<file path="config.mk">
export PLATFORM = sky130hd
export DESIGN_NAME = addr_pipe_elastic_flat
export DESIGN_NICKNAME = d
export VERILOG_FILES = /design/src/rtl/addr_pipe_elastic_if.sv /design/src/rtl/addr_pipe_elastic.sv /design/src/flat_wrapper.sv
export SDC_FILE = /design/constraint.sdc
export NUM_CORES = 1
export LEC_CHECK = 0
export CORE_UTILIZATION = 50
export CTS_BUF_LIST = sky130_fd_sc_hd__clkbuf_4
export CTS_CLUSTER_DIAMETER = 120
export DETAILED_ROUTE_END_ITERATION = 8
export GPL_TIMING_DRIVEN = 0
export PLACE_DENSITY_LB_ADDON = 0.1
export SYNTH_ARGS = -nofsm -noshare
export SYNTH_HDL_FRONTEND = slang
export SYNTH_SLANG_ARGS = --single-unit
</file>
<file path="constraint.sdc">
create_clock -name clk -period 2.6 [get_ports clk]
set_input_delay 0.26 -clock clk [delete_from_list [all_inputs] [get_ports clk]]
set_output_delay 0.26 -clock clk [all_outputs]
set_load 0.01 [all_outputs]
</file>
<file path="src/rtl/addr_pipe_elastic_if.sv">
// Handshake bundle for addr_pipe_elastic: request side, consumer side,
// ID-matched flush request and the status outputs.
//   master : request source / consumer / flush controller
//   slave  : the pipeline itself
interface addr_pipe_elastic_if #(
    parameter int unsigned ADDRESS_WIDTH = 16,
    parameter int unsigned ID_WIDTH      = 4,
    parameter int unsigned DEPTH         = 4
);
    localparam int unsigned OCC_WIDTH = $clog2(DEPTH + 1);

    logic [DEPTH*ADDRESS_WIDTH-1:0] stage_offsets;
    logic                           in_valid;
    logic                           in_ready;
    logic [ADDRESS_WIDTH-1:0]       in_address;
    logic [ID_WIDTH-1:0]            in_id;
    logic                           out_valid;
    logic                           out_ready;
    logic [ADDRESS_WIDTH-1:0]       out_address;
    logic [ID_WIDTH-1:0]            out_id;
    logic                           in_flush;
    logic [ID_WIDTH-1:0]            in_flush_id;
    logic [DEPTH-1:0]               flush_hits;
    logic [OCC_WIDTH-1:0]           occupancy;

    modport master (
        output stage_offsets, in_valid, in_address, in_id, out_ready,
               in_flush, in_flush_id,
        input  in_ready, out_valid, out_address, out_id, flush_hits, occupancy
    );

    modport slave (
        input  stage_offsets, in_valid, in_address, in_id, out_ready,
               in_flush, in_flush_id,
        output in_ready, out_valid, out_address, out_id, flush_hits, occupancy
    );
endinterface

</file>
<file path="src/rtl/addr_pipe_elastic.sv">
// Elastic address/ID pipeline of DEPTH stages. Each stage adds its own offset
// when it loads, bubbles collapse under per-stage valid/ready backpressure,
// and an ID-matched flush kills every matching entry in one cycle.
// Ports:
//   clk      rising-edge clock
//   reset_n  asynchronous active-low reset
//   bus      slave side of addr_pipe_elastic_if (in/out handshakes, flush,
//            stage offsets, flush_hits and occupancy status)
module addr_pipe_elastic #(
    parameter int unsigned ADDRESS_WIDTH = 16,
    parameter int unsigned ID_WIDTH      = 4,
    parameter int unsigned DEPTH         = 4
) (
    input  logic                 clk,
    input  logic                 reset_n,
    addr_pipe_elastic_if.slave   bus
);
    localparam int unsigned OCC_WIDTH = $clog2(DEPTH + 1);

    logic [DEPTH-1:0]         v_q;
    logic [ADDRESS_WIDTH-1:0] a_q  [DEPTH];
    logic [ID_WIDTH-1:0]      id_q [DEPTH];
    logic [DEPTH-1:0]         flush_hits_q;
    logic [OCC_WIDTH-1:0]     occupancy_q;

    logic [DEPTH-1:0]         kill_c;
    logic [DEPTH-1:0]         ready_c;
    logic [DEPTH-1:0]         v_next_c;
    logic [ADDRESS_WIDTH-1:0] a_next_c  [DEPTH];
    logic [ID_WIDTH-1:0]      id_next_c [DEPTH];
    logic [OCC_WIDTH-1:0]     occ_next_c;
    logic                     in_take_c;

    // Kill terms, ready chain, per-stage next state and next occupancy
    always_comb begin
        logic rdy;
        kill_c     = '0;
        ready_c    = '0;
        v_next_c   = v_q;
        a_next_c   = a_q;
        id_next_c  = id_q;
        occ_next_c = '0;
        // An incoming entry that matches the flush is accepted but dropped
        in_take_c  = bus.in_valid & ~(bus.in_flush & (bus.in_id == bus.in_flush_id));

        for (int k = 0; k < int'(DEPTH); k++) begin
            kill_c[k] = bus.in_flush & v_q[k] & (id_q[k] == bus.in_flush_id);
        end
        // A completing output handshake takes precedence over the flush
        if (v_q[DEPTH-1] & bus.out_ready) begin
            kill_c[DEPTH-1] = 1'b0;
        end

        rdy = bus.out_ready;
        for (int k = int'(DEPTH) - 1; k >= 0; k--) begin
            rdy        = ~v_q[k] | kill_c[k] | rdy;
            ready_c[k] = rdy;
        end

        // Stage 0 takes from the input port
        if (ready_c[0]) begin
            v_next_c[0]  = in_take_c;
            a_next_c[0]  = in_take_c ? bus.in_address + bus.stage_offsets[0 +: ADDRESS_WIDTH] : '0;
            id_next_c[0] = in_take_c ? bus.in_id : '0;
        end

        // Later stages take from their predecessor unless it was killed
        for (int k = 1; k < int'(DEPTH); k++) begin
            if (ready_c[k]) begin
                if (v_q[k-1] & ~kill_c[k-1]) begin
                    v_next_c[k]  = 1'b1;
                    a_next_c[k]  = a_q[k-1] + bus.stage_offsets[k*ADDRESS_WIDTH +: ADDRESS_WIDTH];
                    id_next_c[k] = id_q[k-1];
                end else begin
                    v_next_c[k]  = 1'b0;
                    a_next_c[k]  = '0;
                    id_next_c[k] = '0;
                end
            end
        end

        for (int k = 0; k < int'(DEPTH); k++) begin
            occ_next_c = occ_next_c + OCC_WIDTH'(v_next_c[k]);
        end
    end

    // Stage registers and status
    always_ff @(posedge clk or negedge reset_n) begin
        if (!reset_n) begin
            v_q          <= '0;
            flush_hits_q <= '0;
            occupancy_q  <= '0;
            for (int k = 0; k < int'(DEPTH); k++) begin
                a_q[k]  <= '0;
                id_q[k] <= '0;
            end
        end else begin
            v_q          <= v_next_c;
            a_q          <= a_next_c;
            id_q         <= id_next_c;
            flush_hits_q <= kill_c;
            occupancy_q  <= occ_next_c;
        end
    end

    assign bus.in_ready    = ready_c[0];
    assign bus.out_valid   = v_q[DEPTH-1];
    assign bus.out_address = a_q[DEPTH-1];
    assign bus.out_id      = id_q[DEPTH-1];
    assign bus.flush_hits  = flush_hits_q;
    assign bus.occupancy   = occupancy_q;

endmodule

</file>
<file path="src/flat_wrapper.sv">
// flat-port wrapper written by rule: the top's interface ports become plain ports
module addr_pipe_elastic_flat 
#(
    parameter int unsigned ADDRESS_WIDTH = 16,
    parameter int unsigned ID_WIDTH      = 4,
    parameter int unsigned DEPTH         = 4
)
  (clk, reset_n, bus_stage_offsets, bus_in_valid, bus_in_address, bus_in_id, bus_out_ready, bus_in_flush, bus_in_flush_id, bus_in_ready, bus_out_valid, bus_out_address, bus_out_id, bus_flush_hits, bus_occupancy);
  addr_pipe_elastic_if #(.ADDRESS_WIDTH(ADDRESS_WIDTH), .ID_WIDTH(ID_WIDTH), .DEPTH(DEPTH)) bus_i ();
  input  logic clk;
  input  logic reset_n;
  input wire logic [$bits(bus_i.stage_offsets)-1:0] bus_stage_offsets;
  input wire logic [$bits(bus_i.in_valid)-1:0] bus_in_valid;
  input wire logic [$bits(bus_i.in_address)-1:0] bus_in_address;
  input wire logic [$bits(bus_i.in_id)-1:0] bus_in_id;
  input wire logic [$bits(bus_i.out_ready)-1:0] bus_out_ready;
  input wire logic [$bits(bus_i.in_flush)-1:0] bus_in_flush;
  input wire logic [$bits(bus_i.in_flush_id)-1:0] bus_in_flush_id;
  output wire logic [$bits(bus_i.in_ready)-1:0] bus_in_ready;
  output wire logic [$bits(bus_i.out_valid)-1:0] bus_out_valid;
  output wire logic [$bits(bus_i.out_address)-1:0] bus_out_address;
  output wire logic [$bits(bus_i.out_id)-1:0] bus_out_id;
  output wire logic [$bits(bus_i.flush_hits)-1:0] bus_flush_hits;
  output wire logic [$bits(bus_i.occupancy)-1:0] bus_occupancy;
  assign bus_i.stage_offsets = bus_stage_offsets;
  assign bus_i.in_valid = bus_in_valid;
  assign bus_i.in_address = bus_in_address;
  assign bus_i.in_id = bus_in_id;
  assign bus_i.out_ready = bus_out_ready;
  assign bus_i.in_flush = bus_in_flush;
  assign bus_i.in_flush_id = bus_in_flush_id;
  assign bus_in_ready = bus_i.in_ready;
  assign bus_out_valid = bus_i.out_valid;
  assign bus_out_address = bus_i.out_address;
  assign bus_out_id = bus_i.out_id;
  assign bus_flush_hits = bus_i.flush_hits;
  assign bus_occupancy = bus_i.occupancy;
  addr_pipe_elastic #(.ADDRESS_WIDTH(ADDRESS_WIDTH), .ID_WIDTH(ID_WIDTH), .DEPTH(DEPTH)) u_core (.clk(clk), .reset_n(reset_n), .bus(bus_i));
endmodule
</file>
==> flow_metrics.env <==
export IMPL_syn_area_per_cell_um2=9.72
export IMPL_r2r_end="u_core.bus.occupancy[1]"
export IMPL_synth_cell_types=64
export IMPL_critPathCapture="u_core.bus.occupancy[1]"
export IMPL_cp_buffers_inverters=3
export IMPL_rr_worst_depth=11
export IMPL_critPathKind="register to register"
export IMPL_initial_utilization_pct=52.2
export IMPL_viasPerCell=5.84
export IMPL_numCtsBuffers=9
export IMPL_ios=122
export IMPL_cp_slowest_cell="dfrtp_1"
export IMPL_rows=41
export IMPL_crit_path_start="u_core.id_q[6]"
export IMPL_grt_overflow=0
export IMPL_cp_top_family="adder cells"
export IMPL_hp_class="input pin to register"
export IMPL_slew_headroom_pct=60.9
export IMPL_r2r_start="u_core.id_q[6]"
export IMPL_cts_reportedPaths_clkPinSlew_ns=0.15
export IMPL_grt_usage_pct=26.0
export IMPL_multi_input_area_um2=4200
export IMPL_netlist_area_um2=6720
export IMPL_final_core_util_pct=66.5
export IMPL_p_leak_nw=3.91
export IMPL_skew_ns=0.0233
export IMPL_worstMarginPinSlew_ns=0.586
export IMPL_timing_fmax_mhz=386
export IMPL_htree_levels=3
export IMPL_cap_violations=0
export IMPL_slowest_delay_ns=0.42
export IMPL_hold_viol=0
export IMPL_worstPathRequired_ns=2.99
export IMPL_hpwl_mm=14.0
export IMPL_grt_max_degree=50
export IMPL_routed_wirelength_mm=17.6
export IMPL_diodes=0
export IMPL_ir_drop_uv=444
export IMPL_regToRegSetupSlack_ns=0.006
export IMPL_cts_sinks=91
export IMPL_first_pass_iters=4
export IMPL_grt_pass1_wl_mm=28.9
export IMPL_yosys_warnings=0
export IMPL_fillers=1061
export IMPL_fin_nets=997
export IMPL_wl_per_cell_um=17.3
export IMPL_drv_slew=0
export IMPL_dieArea_um2=13900
export IMPL_drive_gt1_share_pct=13.1
export IMPL_synth_seq_cells=91
export IMPL_crit_chain="nor2b_1 > a2111o_1 > o31ai_4 > buf_6 > or2_2 > o21ai_2 > ha_4 > inv_2 > fa_2 > inv_1 > ha_1"
export IMPL_port_buffers=119
export IMPL_vias=5919
export IMPL_fin_crit_sh_pct=99.8
export IMPL_outcome="finished, final reports clean"
export IMPL_cp_arrival_ns=2.98
export IMPL_async_flop_share_pct=100
export IMPL_layout_commonest_cell="clkdlybuf4s50_1"
export IMPL_grt_pass1_vias=5970
export IMPL_gp_congestion=0.896
export IMPL_ys_seq_area_share_pct=33.9
export IMPL_synthCells=691
export IMPL_core_um2=12900
export IMPL_tns_ns=0
export IMPL_first_iter_violations=328
export IMPL_clockRootBuffer="clkbuf_4"
export IMPL_ant_nets=0
export IMPL_cts_tree="built"
export IMPL_rsz0062_at_grt="true"
export IMPL_die_w_um=118
export IMPL_critPathMaxFanout=3
export IMPL_cp_depth=11
export IMPL_area_growth_pct=27.4
export IMPL_period_minus_slack_ns=2.59
export IMPL_synth_nets=851
export IMPL_ys_flop_type="dfrtp_1"
export IMPL_clock_latency_ns=0.48
export IMPL_end_kind="register"
export IMPL_start_kind="register"
export IMPL_seq_area_um2=2280
export IMPL_final_cell_mix="clkdlybuf4s50_1, dfrtp_1, ha_1, nand2_1, a22o_1"
export IMPL_ctsLongestPathBuffers=2
export IMPL_antenna_found_initial=0
export IMPL_setup_violations=0
export IMPL_p_per_area_nw_per_um2=768
export IMPL_synth_edf_count=0
export IMPL_drc_errors=0
export IMPL_die_y_um=118
[Yosys cell counts, types with 3 or more instances]
library cell | number | area, um^2
nand2b_1 | 6 | 37.5
clkbuf_1 | 13 | 48.8
nor3_1 | 10 | 50.1
or3_1 | 6 | 37.5
dfrtp_1 | 91 | 2280
a31oi_1 | 6 | 37.5
buf_4 | 21 | 158
xnor2_1 | 24 | 210
o31ai_1 | 10 | 75.1
a211oi_1 | 14 | 105
a41oi_1 | 3 | 26.3
o221ai_1 | 5 | 43.8
inv_1 | 22 | 82.6
o21bai_1 | 4 | 30.0
buf_2 | 7 | 35.0
and2_1 | 4 | 25.0
ha_1 | 62 | 776
a21oi_1 | 34 | 170
a2111o_1 | 3 | 33.8
o211ai_1 | 12 | 90.1
and3_1 | 5 | 31.3
o31ai_2 | 10 | 125
or2_2 | 6 | 37.5
a21o_1 | 22 | 165
o41ai_1 | 4 | 35.0
nand3_1 | 9 | 45.0
fa_1 | 5 | 100
xor2_1 | 34 | 298
nand4_1 | 3 | 18.8
nand2_1 | 54 | 203
a32o_1 | 5 | 50.1
o21ai_0 | 37 | 185
a22o_1 | 46 | 403
nor2b_1 | 9 | 56.3
a221o_1 | 5 | 50.1
nor2_1 | 35 | 131
o21a_1 | 9 | 67.6
[report_power, final]
group          switching [mW]  internal (mW)
Sequential              0.264           1.80
Clock                   0.508          0.402
Combinational            1.82           1.78
[layer usage]
layer | GRT usage [%] | routed length [um] | up-vias
met5 | 0 | 0 | -
met2 | 44.9 | 8630 | 124
li1 | - | - | 2881
met4 | 9.62 | 451 | 0
met1 | 32.5 | 7950 | 2878
met3 | 4.36 | 558 | 36
[worst reg2reg max path, cell delays in order (launching register included)]
cell and delay, ns:
dfrtp_1 0.42, nor2b_1 0.14, a2111o_1 0.35, o31ai_4 0.31, buf_6 0.14, or2_2 0.16, o21ai_2 0.10, ha_4 0.27
inv_2 0.03, fa_2 0.31, inv_1 0.06, ha_1 0.22
[final cells by class]
type                    instances  share of cell area [%]
inverters                      24                    1.11
clock inverters                 6                    1.05
plain buffers                  42                    3.11
repair buffers                136                    15.7
multi-input cells             533                    49.0
flip-flops and latches         91                    26.6
well taps                     172                    2.51
clock buffers                  10                   0.877
[registers in the layout, summed over array words and instances, names as in the netlist]
| signal | cells |
|---|---|
| u_core.bus.flush_hits | 4 |
| u_core.bus.occupancy | 3 |
| u_core.v_q | 4 |
| u_core.a_q | 48 |
| u_core.id_q | 12 |
| u_core.bus.out_address | 16 |
| u_core.bus.out_id | 4 |
[worst min-delay path by stage]
stage	slack, ns	cells past startpoint	startpoint	to
2_1_floorplan	-0.04	0	reset_n	u_core.a_q[16]
3_3_place_gp	0.46	2	u_core.bus.out_address[3]	u_core.bus.out_address[3]
3_5_place_dp	0.30	1	reset_n	u_core.bus.out_address[7]
4_1_cts	0.22	3	bus_in_flush_id[3]	u_core.bus.flush_hits[2]
5_1_grt	0.18	3	bus_in_flush	u_core.bus.flush_hits[3]
6_report	0.15	3	bus_in_flush	u_core.bus.flush_hits[3]
[metrics by stage]
stage	setup WS (ns)	hold slack [ns]	cells	total power, mW	area (um^2)
6_report	0.00638	0.148	1014	6.58	8560
3_3_place_gp	-2.08	0.464	982	5.43	8150
3_5_place_dp	-0.930	0.303	983	5.53	8180
2_1_floorplan	-0.0355	-0.0356	691	4.45	6750
4_1_cts	0.00360	0.222	1011	6.52	8470
5_1_grt	-0.0392	0.178	1014	7.05	8560
[timing repair]
| item | in CTS | in global routing |
|---|---|---|
| resized for setup | 12 | 15 |
| setup buffers | 12 | 3 |
| hold buffers | 1 | 0 |
| cloned | 0 | 0 |
| endpoints found under the setup margin | 5 | 17 |
| pin swaps | 5 | 3 |
| endpoints found under the hold margin | 42 | 0 |
[cell families after synthesis]
kind of cell | count (synthesis) | share of synthesized area, %
buffers and inverters | 67 | 5.27
XOR/XNOR | 58 | 7.56
AO/OA/AOI/OAI | 250 | 28.7
AND/OR/NAND/NOR | 158 | 11.5
flip-flops | 91 | 33.9
adder cells (fa/ha/maj) | 67 | 13.0
Power figures use the tool's default switching activity.
==> edit (same flow settings) <==
`ID_WIDTH` is set to 4 in 3 places; all go to 5.
--- a/src/rtl/addr_pipe_elastic_if.sv
+++ b/src/rtl/addr_pipe_elastic_if.sv
@@ -4,7 +4,7 @@
 //   slave  : the pipeline itself
 interface addr_pipe_elastic_if #(
     parameter int unsigned ADDRESS_WIDTH = 16,
-    parameter int unsigned ID_WIDTH      = 4,
+    parameter int unsigned ID_WIDTH      = 5,
     parameter int unsigned DEPTH         = 4
 );
     localparam int unsigned OCC_WIDTH = $clog2(DEPTH + 1);
--- a/src/rtl/addr_pipe_elastic.sv
+++ b/src/rtl/addr_pipe_elastic.sv
@@ -8,7 +8,7 @@
 //            stage offsets, flush_hits and occupancy status)
 module addr_pipe_elastic #(
     parameter int unsigned ADDRESS_WIDTH = 16,
-    parameter int unsigned ID_WIDTH      = 4,
+    parameter int unsigned ID_WIDTH      = 5,
     parameter int unsigned DEPTH         = 4
 ) (
     input  logic                 clk,
--- a/src/flat_wrapper.sv
+++ b/src/flat_wrapper.sv
@@ -2,7 +2,7 @@
 module addr_pipe_elastic_flat 
 #(
     parameter int unsigned ADDRESS_WIDTH = 16,
-    parameter int unsigned ID_WIDTH      = 4,
+    parameter int unsigned ID_WIDTH      = 5,
     parameter int unsigned DEPTH         = 4
 )
   (clk, reset_n, bus_stage_offsets, bus_in_valid, bus_in_address, bus_in_id, bus_out_ready, bus_in_flush, bus_in_flush_id, bus_in_ready, bus_out_valid, bus_out_address, bus_out_id, bus_flush_hits, bus_occupancy);
Interface: changed (resized bus_in_flush_id, bus_in_id and bus_out_id); port bits go from 122 to 125. The function was not compared with the original's and may differ.
==> edit against the unedited design <==
  * Global-route usage shrank 2.0 points
  * Synthesized area fell by 1.2%
  * Worst setup slack improved by 0.046 ns
  * Total power fell by 1.0%
  * Final area is 0.45% higher
  * Wire length down 10%
  * Clock skew rose by 0.0034 ns
  * Sequential cell count up 4
  * Worst hold slack improved by 0.11 ns
  * Sequential power rose by 4%
  * Die area down 1.2%
  * Largest cell class unchanged
  * Highest routed layer unchanged
==> edit: results <==
route:
  totalWireLength_um: 15800
timing:
  tightest_slew_ns: 0.656
finish:
  drive_gt1_share_pct: 15.6
  stdcell_count: 1005
critical_path:
  rr_startpoint: "u_core.bus.out_id[2]"
  reg2reg_depth: 13
  crit_path_max_fanout: 5
  r2r_slack_ns: 0.05
  worstPathArrival_ns: 2.94
global_routing:
  track_usage_pct: 24.1
  use_met1_pct: 27.9
  met3_usage_pct: 4.94
  grt_max_degree: 59
  grt_pass1_wl_um: 25100
synth:
  ys_top_cells_by_count: "dfrtp_1, nand2_1, ha_1"
  syn_avg_cell_area_um2: 9.89
  synth.distinct_cells: 57
  syn_nets: 833
  synth.area.top_cells: "dfrtp_1, ha_1, a22o_1, xor2_1, xnor2_1"
run_status:
  status: "finished clean"
power:
  ir_drop_uv: 359
  p_leak_nw: 4.09
placed_design:
  place_congestion: 0.872
  hpwl_um: 12500
  dp.cells: 962
edit: cell count changes in the layout (fill, tap and decap cells not counted), moves of 9 or more:
| cell | change |
|---|---|
| xor2_1 | +9 |
| inv_1 | -9 |
| nor2_1 | -11 |
| a22o_1 | +9 |
| nor3_1 | -9 |
| a21oi_1 | +15 |
| nand2_1 | +11 |
| nand3_1 | +11 |
| xnor2_1 | +12 |
| o21ai_0 | -15 |
| o211ai_1 | -12 |
| buf_4 | +16 |
edit: worst max-delay path, cell delays in order (launching register included):
cell and delay, ns:
dfrtp_1 0.44, xor2_1 0.18, nor4_2 0.27, buf_4 0.16, a31oi_4 0.12, nand3_4 0.17
nor2_4 0.08, inv_4 0.06, nand2_4 0.06, ha_4 0.29, inv_2 0.03, fa_2 0.35
inv_2 0.07, ha_4 0.18
edit: where the power goes:
group	internal [mW]	switching [mW]	leakage, nW
sequential	1.88	0.268	1.22
clock	0.309	0.521	0.0734
combinational	1.81	1.72	2.79
edit: cell families after synthesis:
| family | synth area share [%] |
|---|---|
| muxes | 0.170 |
| DFF | 35.8 |
| adders and majority gates | 13.2 |
| AOI/OAI and AO/OA | 24.7 |
| buffers and inverters | 5.11 |
| xor gates and xnor gates | 10.4 |
| and+or+nand+nor | 10.6 |
edit: worst max path at each step:
stage	startpoint	endpoint	slack [ns]
finish	u_core.bus.out_id[2]	u_core.bus.occupancy[1]	0.05
global route	u_core.bus.out_id[2]	u_core.bus.occupancy[1]	-0.02
CTS	u_core.bus.out_id[4]	bus_in_ready	-0.03
detailed placement	bus_stage_offsets[16]	u_core.a_q[44]	-0.47
global placement	reset_n	u_core.a_q[58]	-2.11
floorplan	bus_in_flush_id[2]	u_core.bus.occupancy[1]	0.003
edit: per-stage QoR:
stage	TNS (ns)	hold WS, ns
6_report	0	0.258
5_1_grt	-0.0237	0.250
4_1_cts	-0.0353	0.206
3_5_place_dp	-4.34	0.256
3_3_place_gp	-203.96	0.465
2_1_floorplan	0	-0.0356
edit: metal layers:
| layer | up-vias | wire length (µm) |
|---|---|---|
| li1 | 2766 | - |
| met1 | 2557 | 6850 |
| met2 | 127 | 7920 |
| met3 | 32 | 565 |
| met4 | 0 | 495 |
| met5 | - | 0 |
edit: area by class of cell:
cell class                 count  area, µm²  share of cell area, %
timing repair buffer         148       1430                   16.6
inverter                      14       55.1                  0.640
sequential                    95       2380                   27.6
clock inverter                 6       67.6                  0.786
tap                          172        215                   2.50
multi-input combinational    514       4080                   47.5
clock buffer                  10       75.1                  0.873
buffer                        46        295                   3.43
edit: what timing repair did:
item | CTS | global route
setup buffers | 11 | 17
gates cloned | 0 | 0
endpoints found under the setup margin | 8 | 11
pin swaps | 9 | 18
gates resized for setup | 11 | 26
endpoints found under the hold margin | 37 | 0
hold buffers | 1 | 0
